--- src/rtl/chroni_vram_arbiter.sv ---
// Single-port VRAM arbiter: chroni video reads have priority over CPU reads/writes,
// with a burst counter that forces a CPU grant after VID_BURST_MAX video grants.
module chroni_vram_arbiter #(
  parameter int MEM_LATENCY   = 1,
  parameter int VID_BURST_MAX = 8
) (
  input  logic        sys_clk,
  input  logic        reset,
  input  logic [12:0] vid_addr,
  input  logic        vid_rd_req,
  output logic        vid_rd_ack,
  output logic [7:0]  vid_data,
  input  logic [12:0] cpu_addr,
  input  logic [7:0]  cpu_wdata,
  input  logic        cpu_we,
  input  logic        cpu_req,
  output logic        cpu_ack,
  output logic [7:0]  cpu_rdata,
  output logic [12:0] mem_addr,
  output logic [7:0]  mem_wdata,
  output logic        mem_we,
  input  logic [7:0]  mem_rdata
);

  typedef enum logic [2:0] {
    S_IDLE,
    S_VID_RD,
    S_CPU_RD,
    S_CPU_WR,
    S_ACK
  } state_t;

  localparam logic [2:0] LAT_LOAD  = 3'(MEM_LATENCY);
  localparam logic [3:0] BURST_MAX = 4'(VID_BURST_MAX);

  state_t      r_state;
  logic [2:0]  r_lat_cnt;
  logic [3:0]  r_burst_cnt;
  logic        r_vid_rd_ack;
  logic        r_cpu_ack;
  logic [7:0]  r_vid_data;
  logic [7:0]  r_cpu_rdata;
  logic [12:0] r_mem_addr;
  logic [7:0]  r_mem_wdata;
  logic        r_mem_we;

  logic w_guard_hit;
  logic w_vid_grant;

  // Video loses only when the CPU is waiting and the video burst is used up.
  assign w_guard_hit = cpu_req && (r_burst_cnt == BURST_MAX);
  assign w_vid_grant = vid_rd_req && !w_guard_hit;

  always_ff @(posedge sys_clk) begin
    if (reset) begin
      r_state      <= S_IDLE;
      r_lat_cnt    <= '0;
      r_burst_cnt  <= '0;
      r_vid_rd_ack <= 1'b0;
      r_cpu_ack    <= 1'b0;
      r_vid_data   <= '0;
      r_cpu_rdata  <= '0;
      r_mem_addr   <= '0;
      r_mem_wdata  <= '0;
      r_mem_we     <= 1'b0;
    end else begin
      case (r_state)
        S_IDLE: begin
          if (w_vid_grant) begin
            r_mem_addr <= vid_addr;
            r_lat_cnt  <= LAT_LOAD;
            r_state    <= S_VID_RD;
            // Guard not hit here, so the counter is below its limit when cpu_req is high.
            if (cpu_req) begin
              r_burst_cnt <= r_burst_cnt + 4'd1;
            end else begin
              r_burst_cnt <= '0;
            end
          end else if (cpu_req) begin
            r_mem_addr  <= cpu_addr;
            r_burst_cnt <= '0;
            if (cpu_we) begin
              r_mem_wdata <= cpu_wdata;
              r_mem_we    <= 1'b1;
              r_state     <= S_CPU_WR;
            end else begin
              r_lat_cnt <= LAT_LOAD;
              r_state   <= S_CPU_RD;
            end
          end else begin
            r_burst_cnt <= '0;
          end
        end
        S_VID_RD: begin
          if (r_lat_cnt == 3'd0) begin
            r_vid_data   <= mem_rdata;
            r_vid_rd_ack <= 1'b1;
            r_state      <= S_ACK;
          end else begin
            r_lat_cnt <= r_lat_cnt - 3'd1;
          end
        end
        S_CPU_RD: begin
          if (r_lat_cnt == 3'd0) begin
            r_cpu_rdata <= mem_rdata;
            r_cpu_ack   <= 1'b1;
            r_state     <= S_ACK;
          end else begin
            r_lat_cnt <= r_lat_cnt - 3'd1;
          end
        end
        S_CPU_WR: begin
          r_mem_we  <= 1'b0;
          r_cpu_ack <= 1'b1;
          r_state   <= S_ACK;
        end
        S_ACK: begin
          // Requests are ignored here so a requester dropping req on its ack edge is never re-granted.
          r_vid_rd_ack <= 1'b0;
          r_cpu_ack    <= 1'b0;
          r_state      <= S_IDLE;
        end
        default: begin
          r_state <= S_IDLE;
        end
      endcase
    end
  end

  assign vid_rd_ack = r_vid_rd_ack;
  assign cpu_ack    = r_cpu_ack;
  assign vid_data   = r_vid_data;
  assign cpu_rdata  = r_cpu_rdata;
  assign mem_addr   = r_mem_addr;
  assign mem_wdata  = r_mem_wdata;
  assign mem_we     = r_mem_we;

endmodule

--- config.mk ---
export PLATFORM = sky130hd
export DESIGN_NAME = chroni_vram_arbiter
export DESIGN_NICKNAME = d
export VERILOG_FILES = /design/src/rtl/chroni_vram_arbiter.sv
export SDC_FILE = /design/constraint.sdc
export NUM_CORES = 1
export LEC_CHECK = 0
export CORE_MARGIN = 1.5
export CORE_UTILIZATION = 38
export CTS_CLUSTER_SIZE = 25
export DETAILED_ROUTE_END_ITERATION = 10
export PLACE_DENSITY = 0.84
export SLEW_MARGIN = 20
export SYNTH_ARGS = -nofsm -noshare
export SYNTH_HDL_FRONTEND = slang
export SYNTH_SLANG_ARGS = --single-unit
--- constraint.sdc ---
create_clock -name sys_clk -period 1.55 [get_ports sys_clk]
set_input_delay 0.155 -clock sys_clk [delete_from_list [all_inputs] [get_ports sys_clk]]
set_output_delay 0.155 -clock sys_clk [all_outputs]
set_load 0.02 [all_outputs]
==> results of run 1 <==
## flip-flops by register name, summed over array words and instances (netlist names)
register     count
mem_wdata        8
cpu_rdata        8
mem_addr        13
r_lat_cnt        3
vid_data         8
mem_we           1
vid_rd_ack       1
cpu_ack          1
r_burst_cnt      4
r_state          3
## synth_stat cells (all sizes together), types with 4 or more instances
| library cell | n |
|---|---|
| dfxtp | 50 |
| nand2 | 34 |
| nor2 | 28 |
| mux2i | 25 |
| o21ai | 15 |
| a31oi | 14 |
| buf | 11 |
| a21oi | 8 |
| inv | 8 |
| clkbuf | 6 |
| ha | 4 |
| nand3 | 4 |
## layout make-up
class	instances	area, µm²
Multi-Input combinational cell	162	1090
Sequential cell	50	1010
Clock inverter	2	16.3
Timing Repair Buffer	115	1120
Tap cell	70	87.6
Fill cell	426	1800
Clock buffer	6	82.6
Inverter	8	30.0
## power breakdown
part | internal (mW) | switching (mW) | total, mW
registers | 1.42 | 0.0829 | 1.50
clock network | 0.368 | 0.449 | 0.817
logic | 0.645 | 0.595 | 1.24
## path summary, 6_finish.rpt
kind | endpoint | slack [ns]
worst max register to register | mem_wdata[1]$_SDFFE_PP0P_ | -0.11
worst min-delay path | mem_addr[10]$_SDFFE_PP0P_ | 0.41
worst min register to register | r_lat_cnt[0]$_SDFFE_PP0P_ | 0.47
worst max-delay path | mem_wdata[1]$_SDFFE_PP0P_ | -0.11
## placed cells by master (no fill, tap or decap), drive strengths merged
| cell | n |
|---|---|
| o21ai | 15 |
| nand4b | 1 |
| mux2i | 25 |
| o22ai | 1 |
| dfxtp | 50 |
| o21bai | 1 |
| a31o | 1 |
| nand3 | 4 |
| a31oi | 14 |
| or4 | 2 |
| o31ai | 1 |
| nand2 | 34 |
| a21o | 1 |
| nor2b | 1 |
| nor4 | 1 |
| nand2b | 2 |
| nor3b | 2 |
| a22oi | 1 |
| and3b | 1 |
| ha | 4 |
| clkinvlp | 1 |
| or3 | 2 |
| a221oi | 1 |
| nor3 | 2 |
| clkbuf | 6 |
| clkdlybuf4s50 | 86 |
| nor2 | 28 |
| o2bb2ai | 1 |
| xnor2 | 1 |
| buf | 29 |
| a2111oi | 1 |
| a21oi | 8 |
| inv | 9 |
| nor4b | 2 |
| nand3b | 2 |
| o211ai | 1 |
| a2bb2oi | 1 |
## repair_timing
action | 4_1_cts | 5_1_grt
buffers inserted | 2 | 3
setup endpoints to repair | 24 | 39
pin swaps | 6 | 14
gates cloned | 2 | 1
gates resized for setup | 9 | 25
## critical path: stages (launching register included)
cell	delay, ns
sky130_fd_sc_hd__dfxtp_2	0.35
sky130_fd_sc_hd__inv_2	0.05
sky130_fd_sc_hd__ha_4	0.15
sky130_fd_sc_hd__and3b_1	0.17
sky130_fd_sc_hd__o211ai_1	0.26
sky130_fd_sc_hd__buf_4	0.25
sky130_fd_sc_hd__mux2i_1	0.23
sky130_fd_sc_hd__nor2_1	0.07
## layer usage
| layer | global-route usage (%) | vias up | wire length (µm) |
|---|---|---|---|
| met3 | 4.47 | 16 | 328 |
| met5 | 0 | - | 0 |
| met4 | 7.64 | 0 | 168 |
| met2 | 36.1 | 67 | 3290 |
| met1 | 22.9 | 1006 | 2590 |
| li1 | - | 1035 | - |
## through the flow
stage | instance area, µm² | power (mW) | hold slack [ns]
global route | 3440 | 3.73 | 0.414
floorplan | 2120 | 2.09 | 0.299
detailed placement | 3150 | 2.57 | 0.443
finish | 3440 | 3.56 | 0.408
CTS | 3330 | 3.45 | 0.408
global placement | 3150 | 2.55 | 0.437
## cell families after synthesis
| family | count (synthesis) | synth area share, % |
|---|---|---|
| DFF | 50 | 47.5 |
| muxes | 25 | 11.9 |
| xor gates and xnor gates | 1 | 0.416 |
| AOI/OAI and AO/OA | 48 | 14.0 |
| and+or+nand+nor | 84 | 18.1 |
| buffers and inverters | 25 | 5.76 |
| adders and majority gates | 4 | 2.38 |
==> impl_results.rst, run 1 <==
.. list-table::
   :header-rows: 1

   * - Metric
     - Value
   * - Status
     - finished with violations
   * - Violated checks
     - setup timing
   * - Required arrival time at the worst endpoint
     - 1.75 ns
   * - Clock transition at path regs
     - 0.09 ns
   * - Hold_sp
     - vid_addr[10]
   * - Count of flip-flops with a built-in enable after synthesis
     - 0
   * - Number of warnings reported in the yosys synthesis log
     - 0
   * - Syn Inst Count
     - 237
   * - Share of synthesized area occupied by flip-flops and latches
     - 47.5%
   * - Number of buffers created by CTS
     - 5
   * - Number of register bits inferred by synthesis
     - 50
   * - DR WL/cell
     - 15.4 µm
   * - Total global-route track usage
     - 20.0%
   * - Syn Nets
     - 288
   * - Floorplan Core Area
     - 0.00524 mm²
   * - Number of maximum-capacitance constraint violations
     - 0
   * - Post-synthesis area per instance
     - 8.89 µm²
   * - Final TNS setup
     - -0.500 ns
   * - Final standard cell utilization of the core
     - 65.6%
   * - Number of buffers inserted by port buffering
     - 86
   * - Cts hold-fix bufs
     - 0
   * - Most area-hungry cell type in the Yosys netlist
     - sky130_fd_sc_hd__dfxtp_1
   * - Critical setup path kind
     - flop to flop
   * - Leakage power
     - 1.35 nW
   * - Mapped cell area
     - 0.00211 mm²
   * - CTS Root Cell
     - sky130_fd_sc_hd__clkbuf_8
   * - Tightest Pin Transition
     - 0.413 ns
   * - Number of global-route vias before repair
     - 2,078
   * - Horiz. Die Dim
     - 77.4 µm
   * - Antenna violations before repair
     - 0
   * - Post-placement setup slack
     - -0.213 ns
   * - H-tree level count
     - 2
   * - Sum of routed wire length over all layers
     - 6380 µm
   * - Unrepaired setup endpoints after global routing
     - yes
   * - Post-DP HPWL
     - 3950 µm
   * - Total number of clock tree sinks
     - 50
   * - Initial core utilization
     - 40.2%
   * - Final Net Count
     - 393
   * - Die Area
     - 0.00600 mm²
   * - Reg2Reg Launch Point
     - r_burst_cnt[0]$_SDFFE_PP0P_
   * - Synthesis-to-finish area growth
     - 63.2%
   * - Startpoint of the most critical setup path
     - r_burst_cnt[0]$_SDFFE_PP0P_
   * - Worst Reg-to-Reg Cells
     - 7
   * - Netlist cell types
     - 40
   * - Largest driver fanout on the critical path
     - 8
   * - Post-synth ARST share
     - 0%
   * - Diodes inserted
     - 0
   * - Drt initial violations
     - 120
   * - Total via count in the routed design
     - 2,124
   * - Placed instance count
     - 397
   * - Final cell count without fillers
     - 413
   * - Worst slew slack as a fraction of its limit
     - 71.7%
   * - Time the final worst path needs with I/O delays and setup
     - 1.66 ns
   * - Global-route wire length before repair
     - 9700 µm
   * - Setup clock skew after layout
     - 0.00218 ns
   * - Worst-Skew Late Latency
     - 0.30 ns
   * - Tcrit/Tclk final
     - 107%
   * - Arrival time worst endpoint
     - 1.85 ns
   * - Most instantiated flip-flop cell in the synthesis netlist
     - sky130_fd_sc_hd__dfxtp_1
   * - Number of I/O pins
     - 87
   * - Least setup slack across all paths after layout
     - -0.107 ns
   * - Detailed Routing Iterations Pass 1
     - 5
   * - Number of pins exceeding their max-slew limit in the final report
     - 0
   * - Total overflow reported by the global router
     - 0
   * - Kind of path behind the tightest hold check
     - primary input to flop
   * - Hold Path Depth
     - 3
   * - Largest cells by area after synthesis
     - sky130_fd_sc_hd__dfxtp_1 48%, sky130_fd_sc_hd__mux2i_1 12%, sky130_fd_sc_hd__nand2_1 6.1%
   * - Startpoint kind of the worst setup timing path
     - flop
   * - Area share of the largest cell type after synthesis
     - 47.5%
   * - Peak supply drop
     - 0.559 mV
   * - Total power divided by cell area
     - 1040 mW/mm²
   * - CP endpoint kind
     - flop
   * - Vias per std cell
     - 5.14
   * - Weighted congestion reported at the end of routability-driven placement
     - 0.766
   * - Number of cell rows
     - 26
   * - Die Y-Extent
     - 77.4 µm
   * - Antenna viol nets, final
     - 0
   * - Achievable clock frequency
     - 604 MHz
   * - CTS tree
     - done
   * - Layout cells sized above 1
     - 17.5%
   * - Hold violation count in the final report
     - 0
   * - Number of buffers between clock root and the deepest sink
     - 2
   * - Finish-stage setup viols
     - 9
   * - DRC errors left
     - 0
   * - Pin count of the biggest net entering global routing
     - 22
Power figures use the tool's default switching activity.
==> run 2, diff against run 1 <==
Settings changed: ABC_CLOCK_PERIOD_IN_PS set to 1550, CORE_MARGIN 1.5 to 2, PLACE_DENSITY 0.84 to 0.75.
==> impl_results.rst, run 2 (synthesis results as in run 1) <==
.. list-table::
   :header-rows: 1

   * - Metric
     - Value
   * - H-tree level count
     - 2
   * - Reg2Reg Launch Point
     - r_burst_cnt[0]$_SDFFE_PP0P_
   * - Status
     - finished with violations
   * - Global-route wire length before repair
     - 9380 µm
   * - DR WL/cell
     - 14.3 µm
   * - Overall power consumption
     - 3.65 mW
   * - Die Y-Extent
     - 78.4 µm
   * - Final standard cell utilization of the core
     - 63.5%
   * - Number of buffers inserted by port buffering
     - 86
   * - Final non-filler cell area
     - 0.00345 mm²
   * - Hold violation count in the final report
     - 0
   * - DRC errors left
     - 0
   * - Internal power component
     - 2.54 mW
   * - Kind of path behind the tightest hold check
     - primary input to flop
   * - Leakage power
     - 1.35 nW
   * - Number of maximum-capacitance constraint violations
     - 0
   * - Least setup slack across all paths after layout
     - -0.0383 ns
   * - Leading cell type in the layout, fill and taps excluded
     - sky130_fd_sc_hd__clkdlybuf4s50_1
   * - Number of cell rows
     - 27
   * - Layout cells sized above 1
     - 17.9%
   * - Post-placement setup slack
     - -0.150 ns
   * - Achievable clock frequency
     - 630 MHz
   * - Power share of the clock group
     - 25.6%
   * - Number of buffers created by CTS
     - 5
   * - Worst slew slack as a fraction of its limit
     - 70.7%
   * - Synthesis-to-finish area growth
     - 63.9%
   * - Hold slack
     - 0.408 ns
   * - Required arrival time at the worst endpoint
     - 1.75 ns
   * - Antenna viol nets, final
     - 0
   * - Pin count of the biggest net entering global routing
     - 32
   * - Sequential cell area
     - 0.00101 mm²
   * - Placed instance count
     - 396
   * - Diodes inserted
     - 0
   * - Hold Path Depth
     - 3
   * - Antenna violations before repair
     - 0
   * - Hold_sp
     - vid_addr[3]
   * - Horiz. Die Dim
     - 78.4 µm
   * - CTS tree
     - done
   * - Critical setup path kind
     - flop to flop
   * - Final Net Count
     - 391
   * - Total overflow reported by the global router
     - 0
   * - Final TNS setup
     - -0.155 ns
   * - Setup clock skew after layout
     - 0.00971 ns
   * - Startpoint of the most critical setup path
     - r_burst_cnt[0]$_SDFFE_PP0P_
   * - Multi-input gate area
     - 0.00111 mm²
   * - Number of I/O pins
     - 87
   * - Peak supply drop
     - 0.642 mV
   * - Total number of clock tree sinks
     - 50
   * - Finish-stage setup viols
     - 7
   * - Unrepaired setup endpoints after global routing
     - yes
   * - Number of flip-flops under the largest register name
     - 13
   * - Worst-Skew Late Latency
     - 0.31 ns
   * - Total power divided by cell area
     - 1060 mW/mm²
   * - CTS Root Cell
     - sky130_fd_sc_hd__clkbuf_8
   * - Sink of the worst hold path
     - mem_addr[3]$_SDFFE_PP0P_
   * - Clock transition at path regs
     - 0.10 ns
   * - Commonest non-fill, non-tap cells in the layout
     - 86 x sky130_fd_sc_hd__clkdlybuf4s50_1, 45 x sky130_fd_sc_hd__dfxtp_1, 34 x sky130_fd_sc_hd__nand2_1, 28 x sky130_fd_sc_hd__nor2_1, 25 x sky130_fd_sc_hd__mux2i_1
   * - Largest driver fanout on the critical path
     - 5
   * - Time the final worst path needs with I/O delays and setup
     - 1.59 ns
   * - Final cell count without fillers
     - 413
   * - Initial core utilization
     - 38.7%
   * - Worst Reg-to-Reg Cells
     - 7
   * - Switching power share of the total
     - 30.4%
   * - Sum of routed wire length over all layers
     - 5910 µm
   * - Share of total power in combinational logic
     - 33.4%
   * - Vias per std cell
     - 4.89
   * - Capture instance of the worst register-to-register path
     - mem_wdata[6]$_SDFFE_PP0P_
   * - Number of buffers between clock root and the deepest sink
     - 2
   * - Sequential Power Share
     - 41.0%
   * - Filler cell count in the final layout
     - 435
   * - Cts hold-fix bufs
     - 0
   * - Net Sw Power
     - 1.11 mW
   * - Drt initial violations
     - 59
   * - Total via count in the routed design
     - 2,020
   * - Die Area
     - 0.00615 mm²
   * - Arrival time worst endpoint
     - 1.79 ns
   * - Tcrit/Tclk final
     - 102%
   * - Worst setup slack for register-to-register paths
     - -0.04 ns
   * - Floorplan Core Area
     - 0.00544 mm²
   * - Post-DP HPWL
     - 3890 µm
   * - Number of pins exceeding their max-slew limit in the final report
     - 0
   * - Tightest Pin Transition
     - 0.440 ns
   * - Total global-route track usage
     - 18.9%
   * - Number of global-route vias before repair
     - 2,024
   * - Detailed Routing Iterations Pass 1
     - 4
   * - Startpoint kind of the worst setup timing path
     - flop
   * - CP endpoint kind
     - flop
   * - Area post-placement
     - 0.00312 mm²
   * - Violated checks
     - setup timing
   * - Weighted congestion reported at the end of routability-driven placement
     - 0.762
-- run 2: area by class of cell --
type | instances | area share, %
clock buffer | 5 | 1.99
clock inverter | 3 | 1.27
inverter | 8 | 0.870
multi-input combinational | 162 | 32.2
sequential | 50 | 29.2
timing repair buffer | 113 | 31.8
tap | 72 | 2.61
-- run 2: critical path, stage by stage, from the launching register on --
cell	delay, ns
sky130_fd_sc_hd__dfxtp_2	0.35
sky130_fd_sc_hd__inv_2	0.05
sky130_fd_sc_hd__ha_4	0.15
sky130_fd_sc_hd__and3b_2	0.20
sky130_fd_sc_hd__o211ai_1	0.25
sky130_fd_sc_hd__buf_4	0.22
sky130_fd_sc_hd__mux2i_1	0.21
sky130_fd_sc_hd__nor2_1	0.05
-- run 2: layer usage --
metal  track usage, %  routed length [µm]  up-vias
met2             31.5                2970       54
li1                 -                   -     1024
met3             6.21                 323        2
met1             23.4                2580      940
met5                0                   0        -
met4             5.61                  36        0
-- run 2: power by group through the flow --
stage          Combinational (mW)  Sequential (mW)  Clock (mW)
2_1_floorplan               0.454             1.64           0
3_3_place_gp                 1.01             1.51           0
3_5_place_dp                 1.03             1.51           0
4_1_cts                      1.11             1.49       0.954
5_1_grt                      1.31             1.51        1.01
6_report                     1.22             1.50       0.934
-- run 2: how the worst max path moves through the flow --
| stage | depth (start not counted) | slack (ns) | to |
|---|---|---|---|
| floorplan | 7 | 0.01 | mem_addr[0]$_SDFFE_PP0P_ |
| global placement | 5 | -0.13 | mem_we$_SDFFE_PP0P_ |
| detailed placement | 5 | -0.15 | mem_we$_SDFFE_PP0P_ |
| CTS | 7 | -0.05 | mem_wdata[6]$_SDFFE_PP0P_ |
| global route | 7 | -0.13 | mem_wdata[4]$_SDFFE_PP0P_ |
| finish | 7 | -0.04 | mem_wdata[6]$_SDFFE_PP0P_ |
-- run 2: what timing repair did --
item,CTS,global route
resized for setup,17,34
cloned,2,3
endpoints found under the setup margin,17,47
pin swaps,3,13
buffers inserted,3,2
==> run 3, diff against run 2 <==
Settings changed: CAP_MARGIN set to 10, SKIP_CTS_REPAIR_TIMING set to 1.
==> impl_results.rst, run 3 (synthesis results as in run 1) <==
.. list-table::
   :header-rows: 1

   * - Metric
     - Value
   * - Status
     - finished with violations
   * - Violated checks
     - setup timing
   * - Initial core utilization
     - 38.7%
   * - Worst-Skew Late Latency
     - 0.30 ns
   * - Synthesis-to-finish area growth
     - 61.3%
   * - Number of buffers created by CTS
     - 5
   * - Number of cell rows
     - 27
   * - Post-placement setup slack
     - -0.150 ns
   * - Antenna viol nets, final
     - 0
   * - Number of buffers inserted by port buffering
     - 86
   * - Die Y-Extent
     - 78.4 µm
   * - Tcrit/Tclk final
     - 105%
   * - CTS Root Cell
     - sky130_fd_sc_hd__clkbuf_8
   * - Met2 Usage GRT
     - 29.9%
   * - Leakage power
     - 1.33 nW
   * - Total overflow reported by the global router
     - 0
   * - DRC errors left
     - 0
   * - Number of pins exceeding their max-slew limit in the final report
     - 0
   * - Drt initial violations
     - 93
   * - Weighted congestion reported at the end of routability-driven placement
     - 0.762
   * - Required arrival time at the worst endpoint
     - 1.75 ns
   * - CP endpoint kind
     - flop
   * - DR WL/cell
     - 14.2 µm
   * - Worst setup slack for register-to-register paths
     - -0.08 ns
   * - Kind of path behind the tightest hold check
     - primary input to flop
   * - Total global-route track usage
     - 18.2%
   * - Worst slew slack as a fraction of its limit
     - 70.7%
   * - Arrival time worst endpoint
     - 1.83 ns
   * - Clock transition at path regs
     - 0.10 ns
   * - Achievable clock frequency
     - 613 MHz
   * - Finish-stage setup viols
     - 8
   * - Number of global-route vias before repair
     - 1,956
   * - Switching power share of the total
     - 30.5%
   * - Vias per std cell
     - 4.93
   * - Number of maximum-capacitance constraint violations
     - 0
   * - Critical setup path kind
     - flop to flop
   * - Startpoint kind of the worst setup timing path
     - flop
   * - Total number of clock tree sinks
     - 50
   * - Layout cells sized above 1
     - 16.2%
   * - Hold violation count in the final report
     - 0
   * - Number of buffers between clock root and the deepest sink
     - 2
   * - CP peak stage delay
     - 0.35 ns
   * - Net Sw Power
     - 1.10 mW
   * - Setup clock skew after layout
     - 0.00848 ns
   * - Pin count of the biggest net entering global routing
     - 32
   * - Number of flip-flops under the largest register name
     - 13
   * - Sum of routed wire length over all layers
     - 5860 µm
   * - Power share of the clock group
     - 25.8%
   * - Total via count in the routed design
     - 2,027
   * - Floorplan Core Area
     - 0.00544 mm²
   * - Antenna violations before repair
     - 0
   * - GR met1 Demand/Resource
     - 22.6%
   * - Overall power consumption
     - 3.62 mW
   * - Sequential Power Share
     - 41.3%
   * - Met3 demand-to-capacity share in global routing
     - 6.21%
   * - Tightest Pin Transition
     - 0.439 ns
   * - Final Net Count
     - 389
   * - Post-DP HPWL
     - 3890 µm
   * - Total power divided by cell area
     - 1070 mW/mm²
   * - Number of I/O pins
     - 87
   * - Commonest non-fill, non-tap cells in the layout
     - 86 x sky130_fd_sc_hd__clkdlybuf4s50_1, 46 x sky130_fd_sc_hd__dfxtp_1, 34 x sky130_fd_sc_hd__nand2_1, 28 x sky130_fd_sc_hd__nor2_1, 25 x sky130_fd_sc_hd__mux2i_1
   * - Diodes inserted
     - 0
   * - Most heavily used metal layer in global routing
     - met2
   * - Horiz. Die Dim
     - 78.4 µm
   * - Share of total power in combinational logic
     - 32.9%
   * - Largest driver fanout on the critical path
     - 4
   * - Ordered list of cells on the worst path
     - inv_2, ha_4, and3b_2, o211ai_1, buf_2, mux2i_1, nor2_1
   * - H-tree level count
     - 2
   * - Detailed Routing Iterations Pass 1
     - 4
   * - Worst path slowest cell
     - sky130_fd_sc_hd__dfxtp_2
   * - Global-route wire length before repair
     - 9040 µm
   * - Peak supply drop
     - 0.681 mV
   * - Time the final worst path needs with I/O delays and setup
     - 1.63 ns
   * - Unrepaired setup endpoints after global routing
     - yes
   * - CTS tree
     - done
   * - Die Area
     - 0.00615 mm²
   * - Leading cell type in the layout, fill and taps excluded
     - sky130_fd_sc_hd__clkdlybuf4s50_1
   * - Internal power component
     - 2.52 mW
   * - Least setup slack across all paths after layout
     - -0.0824 ns
   * - Final TNS setup
     - -0.525 ns
run 3: cell count changes in the layout (fill, tap and decap cells not counted), sizes merged:
cell / previous run / this run
buf: 27 / 25
run 3: worst paths after layout:
| kind | start | to | cells past startpoint |
|---|---|---|---|
| setup / recovery | r_burst_cnt[0]$_SDFFE_PP0P_ | mem_wdata[6]$_SDFFE_PP0P_ | 7 |
| hold / removal | vid_addr[3] | mem_addr[3]$_SDFFE_PP0P_ | 3 |
| setup reg to reg | r_burst_cnt[0]$_SDFFE_PP0P_ | mem_wdata[6]$_SDFFE_PP0P_ | 7 |
| hold reg to reg | r_lat_cnt[1]$_SDFFE_PP0P_ | r_lat_cnt[1]$_SDFFE_PP0P_ | 2 |
run 3: cell type report:
| cell class | count | area (µm²) |
|---|---|---|
| sequential | 50 | 1010 |
| clock buffer | 5 | 68.8 |
| inverter | 8 | 30.0 |
| tap | 72 | 90.1 |
| multi-input combinational | 162 | 1090 |
| clock inverter | 3 | 43.8 |
| fill | 449 | 2040 |
| timing repair buffer | 111 | 1070 |
run 3: power by group through the flow:
stage | Clock [mW] | Combinational [mW] | Sequential [mW]
finish | 0.934 | 1.19 | 1.50
detailed placement | 0 | 1.03 | 1.51
global route | 1.01 | 1.28 | 1.51
global placement | 0 | 1.01 | 1.51
CTS | 0.954 | 1.04 | 1.49
floorplan | 0 | 0.454 | 1.64
run 3: metrics by stage:
step / hold slack, ns / instance area [µm²] / cells / utilization (%)
after floorplan: 0.299 / 2120 / 237 / -
after global routing: 0.402 / 3400 / 411 / 62.4
final: 0.409 / 3400 / 411 / 62.4
after global placement: 0.435 / 3120 / 396 / 57.3
after CTS: 0.396 / 3230 / 404 / 59.4
after detailed placement: 0.440 / 3120 / 396 / 57.3
run 3: per-layer routing:
metal | up-vias | part of all wire [%]
met5 | - | 0
met4 | 0 | 0.61
met3 | 2 | 5.7
met2 | 56 | 50
met1 | 946 | 44
li1 | 1023 | -
run 3: worst max-delay path, delay by kind of cell (launching register included):
kind	cells	cell delay, ns
multiplexers	1	0.22
flip-flops	1	0.35
buffers and inverters	2	0.28
AO/OA/AOI/OAI	1	0.28
AND/OR/NAND/NOR	2	0.26
adder cells (fa/ha/maj)	1	0.15
